===== src/rtl/wb_arbiter_pkg.sv =====
// Shared CPU definitions for the write-back path: widths, register count and
// the result request record used by the ALU stage and the load unit.
package wb_arbiter_pkg;

  localparam int XLEN         = 32;
  localparam int NREGS        = 32;
  localparam int REG_ADDR_W   = 5;
  localparam int STARVE_LIMIT = 4;

  typedef struct packed {
    logic [REG_ADDR_W-1:0] rd;
    logic [XLEN-1:0]       data;
  } wb_req_t;

endpackage


===== src/rtl/wb_scoreboard.sv =====
// Pending-write scoreboard for the integer register file, plus the RAW hazard
// lookup that decode uses to stall.
module wb_scoreboard
  import wb_arbiter_pkg::*;
#(
  parameter int NREGS = wb_arbiter_pkg::NREGS
) (
  input  logic                  clk,
  input  logic                  rst_n,
  input  logic                  set_valid,
  input  logic [REG_ADDR_W-1:0] set_idx,
  input  logic                  clr_valid,
  input  logic [REG_ADDR_W-1:0] clr_idx,
  input  logic [REG_ADDR_W-1:0] rs1_addr,
  input  logic [REG_ADDR_W-1:0] rs2_addr,
  output logic [NREGS-1:0]      pending,
  output logic                  raw_stall
);

  logic [NREGS-1:0] pending_next;

  // A newer issue to the same register outranks the commit of the older write.
  always_comb begin
    pending_next = pending;
    if (clr_valid) pending_next[clr_idx] = 1'b0;
    if (set_valid && set_idx != '0) pending_next[set_idx] = 1'b1;
    pending_next[0] = 1'b0;
  end

  always_ff @(posedge clk or negedge rst_n) begin
    if (!rst_n) pending <= '0;
    else        pending <= pending_next;
  end

  assign raw_stall = (rs1_addr != '0 && pending[rs1_addr]) ||
                     (rs2_addr != '0 && pending[rs2_addr]);

endmodule


===== src/rtl/wb_arbiter.sv =====
// Write-back arbiter: picks one of the ALU and load results per cycle, drives the
// register file write port one cycle later, and tracks in-flight destinations.
module wb_arbiter
  import wb_arbiter_pkg::*;
#(
  parameter int XLEN         = wb_arbiter_pkg::XLEN,
  parameter int NREGS        = wb_arbiter_pkg::NREGS,
  parameter int STARVE_LIMIT = wb_arbiter_pkg::STARVE_LIMIT
) (
  input  logic                  clk,
  input  logic                  rst_n,
  input  logic                  issue_valid,
  input  logic [REG_ADDR_W-1:0] issue_rd,
  input  logic [REG_ADDR_W-1:0] rs1_addr,
  input  logic [REG_ADDR_W-1:0] rs2_addr,
  output logic                  raw_stall,
  input  logic                  alu_valid,
  output logic                  alu_ready,
  input  logic [REG_ADDR_W-1:0] alu_rd,
  input  logic [XLEN-1:0]       alu_data,
  input  logic                  mem_valid,
  output logic                  mem_ready,
  input  logic [REG_ADDR_W-1:0] mem_rd,
  input  logic [XLEN-1:0]       mem_data,
  output logic                  write_enable,
  output logic [REG_ADDR_W-1:0] write_addr,
  output logic [XLEN-1:0]       data_in,
  output logic [NREGS-1:0]      pending
);

  localparam int CW = $clog2(STARVE_LIMIT + 1);

  logic [CW-1:0]         starve_cnt;
  logic                  starved;
  logic                  alu_xfer;
  logic                  mem_xfer;
  logic                  sel_valid;
  logic [REG_ADDR_W-1:0] sel_rd;
  logic [XLEN-1:0]       sel_data;

  // ALU has priority unless the load result has already waited its full budget.
  assign starved   = (starve_cnt == CW'(STARVE_LIMIT));
  assign mem_ready = mem_valid && (!alu_valid || starved);
  assign alu_ready = !(mem_valid && starved);
  assign alu_xfer  = alu_valid && alu_ready;
  assign mem_xfer  = mem_valid && mem_ready;

  always_comb begin
    sel_valid = 1'b0;
    sel_rd    = '0;
    sel_data  = '0;
    if (alu_xfer) begin
      sel_valid = 1'b1;
      sel_rd    = alu_rd;
      sel_data  = alu_data;
    end else if (mem_xfer) begin
      sel_valid = 1'b1;
      sel_rd    = mem_rd;
      sel_data  = mem_data;
    end
  end

  always_ff @(posedge clk or negedge rst_n) begin
    if (!rst_n) begin
      starve_cnt <= '0;
    end else if (!mem_valid || mem_xfer) begin
      starve_cnt <= '0;
    end else if (!starved) begin
      starve_cnt <= starve_cnt + CW'(1);
    end
  end

  // Writes to x0 are consumed here so the register file never sees them.
  always_ff @(posedge clk or negedge rst_n) begin
    if (!rst_n) begin
      write_enable <= 1'b0;
      write_addr   <= '0;
      data_in      <= '0;
    end else begin
      write_enable <= sel_valid && (sel_rd != '0);
      if (sel_valid) begin
        write_addr <= sel_rd;
        data_in    <= sel_data;
      end
    end
  end

  wb_scoreboard #(
    .NREGS(NREGS)
  ) u_scoreboard (
    .clk      (clk),
    .rst_n    (rst_n),
    .set_valid(issue_valid),
    .set_idx  (issue_rd),
    .clr_valid(write_enable),
    .clr_idx  (write_addr),
    .rs1_addr (rs1_addr),
    .rs2_addr (rs2_addr),
    .pending  (pending),
    .raw_stall(raw_stall)
  );

endmodule

===== config.mk =====
export PLATFORM = sky130hd
export DESIGN_NAME = wb_arbiter
export DESIGN_NICKNAME = d
export VERILOG_FILES = /design/src/rtl/wb_arbiter_pkg.sv /design/src/rtl/wb_scoreboard.sv /design/src/rtl/wb_arbiter.sv
export SDC_FILE = /design/constraint.sdc
export NUM_CORES = 1
export LEC_CHECK = 0
export ABC_AREA = 1
export CORE_ASPECT_RATIO = 0.7
export CORE_UTILIZATION = 39
export DETAILED_ROUTE_END_ITERATION = 8
export PLACE_DENSITY = 0.75
export SYNTH_ARGS = -nofsm -noshare
export SYNTH_HDL_FRONTEND = slang
export SYNTH_SLANG_ARGS = --single-unit
export TNS_END_PERCENT = 100

===== constraint.sdc =====
create_clock -name clk -period 1.35 [get_ports clk]
set_input_delay 0.135 -clock clk [delete_from_list [all_inputs] [get_ports clk]]
set_output_delay 0.135 -clock clk [all_outputs]
set_load 0.1 [all_outputs]

==> reports/metrics.yaml <==
status: "finished, violations left"
violations: "DRC, setup timing"
row_count: 30
synth_seq_cells: 72
cap_violations: 0
crit_family: "simple AND/OR/NAND/NOR gates"
whs_ns: 0.3544
regToRegStartpoint: "starve_cnt[1]"
dieWidth_microns: 121.9
layout-drive-gt1-share_pct: 50.31
power_density_nw_per_um2: 1838
clock.fmax_ghz: 0.4778
crit_buf_inv: 4
synth_compound_area_share_pct: 9.337
cp.required_ns: 1.22
cts.root.buffer_cell: "clkbuf_16"
h-tree-depth: 3
synth_fa_ha_area_share_pct: 0.6373
drtIter0Drc: 1163
dieArea_sq_um: 10480
clockBufferDepth: 2
syn-num-nets: 634
p_leak_uw: 0.004132
place_hpwl_microns: 11940
relSlewSlack_pct: 40.05
use_met1_pct: 47.87
final_cell_mix: "nand2_1 (105), clkdlybuf4s50_1 (90), buf_12 (90), buf_4 (58), o21ai_0 (55)"
cts_tree: "done"
p_int_uw: 8018
chipHeight_microns: 85.95
reg2reg_to: "write_enable"
antenna_found_initial: 1
grt-ovfl-total: 0
r2r_slack_ns: -0.57
synth_top_family_by_area: "simple AND/OR/NAND/NOR gates"
grt_util_met2_pct: 64.41
hp-class: "input pin to async pin"
grt_pass1_wl_microns: 29930
routed_via_density: 6.730
synth.distinct_cells: 23
fin_nets: 894
clkTransAtPathRegs_ns: 0.07
post-route-period-util_pct: 155.0
cp.arrival_ns: 1.96
cpPeakStageDelay_ns: 0.48
setup_viol_count_final: 69
path_cells: "inv_1 -> nand2_1 -> nand3_1 -> nand2_1 -> nand2_1 -> nand2_1 -> inv_1 -> nand2_1 -> nand2_1 -> nand2_1 -> inv_2 -> nand2_4 -> buf_12"
area_growth_pct: 129.0
wl_per_cell_microns: 29.74
grt_busiest_layer: "met2"
final_core_util_pct: 92.48
final_common_cell: "nand2_1"
hold_viol: 0
yosys.area_share.simple_pct: 34.54
ys_seq_area_share_pct: 45.89
portBuffers: 165
critical_path_class: "register to output port"
worstSetupStartpointType: "register"
pwr-share-seq_pct: 21.7
use_met3_pct: 7.713
avgSynthCellArea_sq_um: 7.298
power_frac_comb_pct: 63.5
track_usage_pct: 38.79
core_sq_um: 9722
io_pins: 167
cts_buffers: 9
clkSinkCount: 72
slew_viol_final: 0
yosys_warnings: 0
vias: 6266
cpMostUsedCell: "nand2_1"
p_sw_uw: 8510
cp_max_fo: 2
ir_drop_mv: 2.223
min_period_ns: 2.093
drc: 105
crit_path_end_kind: "output port"
grt_max_degree: 34
clkPwrFrac_pct: 14.8
skew_ns: 0.01445
synth_area_sq_um: 3926
clk-insertion-delay-late_ns: 0.36
drt-total-wl_microns: 27690
fillers: 285
yosys.area_share.xor_xnor_pct: 0.2231
detailedRoute.firstPassIterationCount: 9
netSwitchingFraction_pct: 51.49
ant_nets: 0
worstRegToRegCells: 11
antenna-diode-count: 0
postSynthCellCount: 538
gp_congestion: 0.9128
setup_ws_ns: -0.7429
worst_path_max_delay_cell: "dfrtp_4"
rsz0062_at_grt: "yes"
initial_core_util_pct: 40.39
tightest_slew_ns: 0.8898
grt_pass1_vias: 5419
yosys-mux-area-fraction_pct: 0
-- what timing repair did --
item,CTS,global route
resized for setup,141,149
endpoints found under the setup margin,41,64
hold buffers,1,0
setup buffers,12,12
cloned,10,7
pin swaps,31,47
endpoints found under the hold margin,15,0
-- kinds of logic after synthesis --
| kind of cell | count (synthesis) |
|---|---|
| compound gates | 70 |
| xor+xnor | 1 |
| fa+ha+maj | 2 |
| other cells | 1 |
| simple gates | 314 |
| buf+inv | 78 |
| flops | 72 |
-- Yosys cell counts --
| cell type | n | area [sq um] |
|---|---|---|
| o21ai_0 | 64 | 320.3 |
| conb_1 | 1 | 3.750 |
| nand4_1 | 1 | 6.260 |
| buf_6 | 4 | 45.04 |
| ha_1 | 2 | 25.02 |
| inv_4 | 2 | 12.51 |
| a22o_1 | 3 | 26.28 |
| inv_1 | 51 | 191.4 |
| nand2_1 | 174 | 653.1 |
| nand2_2 | 4 | 25.02 |
| inv_2 | 2 | 7.510 |
| buf_2 | 8 | 40.04 |
| nor3b_1 | 1 | 7.510 |
| o21ai_1 | 1 | 5.000 |
| nor2_1 | 5 | 18.77 |
| nand3_1 | 127 | 635.6 |
| buf_4 | 7 | 52.55 |
| nor3_1 | 2 | 10.01 |
| clkinv_1 | 1 | 3.750 |
| dfrtp_1 | 72 | 1802 |
| o211ai_1 | 2 | 15.01 |
| clkbuf_1 | 3 | 11.26 |
| xnor2_1 | 1 | 8.760 |
-- cell type report --
cell class / instances / area (sq um) / share of cell area (%)
repair buffers: 271 / 3652 / 40.62
multi-input cells: 388 / 2713 / 30.17
flip-flops and latches: 72 / 1926 / 21.42
clock buffers: 14 / 274.0 / 3.048
inverters: 56 / 254.0 / 2.825
well taps: 128 / 160.2 / 1.781
clock inverters: 2 / 12.51 / 0.1392
-- through the flow --
stage,cell area [sq um],setup TNS (ns),worst slack (ns),total power (uW),std cells
after floorplan,4101,-9.640,-0.3011,8381,538
after global placement,7082,-4.135,-0.4922,12430,878
after detailed placement,7082,-5.803,-0.5162,12510,878
after CTS,8273,-6.849,-0.4466,15130,917
after global routing,8991,-18.23,-0.8605,16810,931
final,8991,-15.82,-0.7429,16530,931
-- power groups by stage --
stage               Clock [uW]  Combinational [uW]  Sequential (uW)
finish                    2440               10500             3590
floorplan                    0                1220             7160
detailed placement           0                9120             3390
global route              2500               10700             3600
CTS                       2270                9460             3400
global placement             0                9070             3360
-- metal layers --
metal / vias up / routed length, microns / share of wire (%)
li1: 2293 / - / -
met1: 2866 / 8417 / 30
met2: 763 / 12110 / 44
met3: 342 / 3740 / 14
met4: 2 / 3352 / 12
met5: - / 73 / 0.26
-- how the worst max path moves through the flow --
stage	startpoint	end	slack [ns]	cells after the start
floorplan	starve_cnt[0]	write_enable	-0.30	8
global placement	rs1_addr[0]	raw_stall	-0.49	14
detailed placement	rs2_addr[0]	raw_stall	-0.52	14
CTS	u_scoreboard.pending[20]	raw_stall	-0.45	13
global route	u_scoreboard.pending[12]	raw_stall	-0.86	11
finish	u_scoreboard.pending[7]	raw_stall	-0.74	13
-- registers in the layout (all words and copies together), names as in the netlist --
name and cells:
u_scoreboard.pending 31, data_in 32, write_addr 5, write_enable 1
starve_cnt 3
No activity file was read; power rests on OpenSTA's default activity.
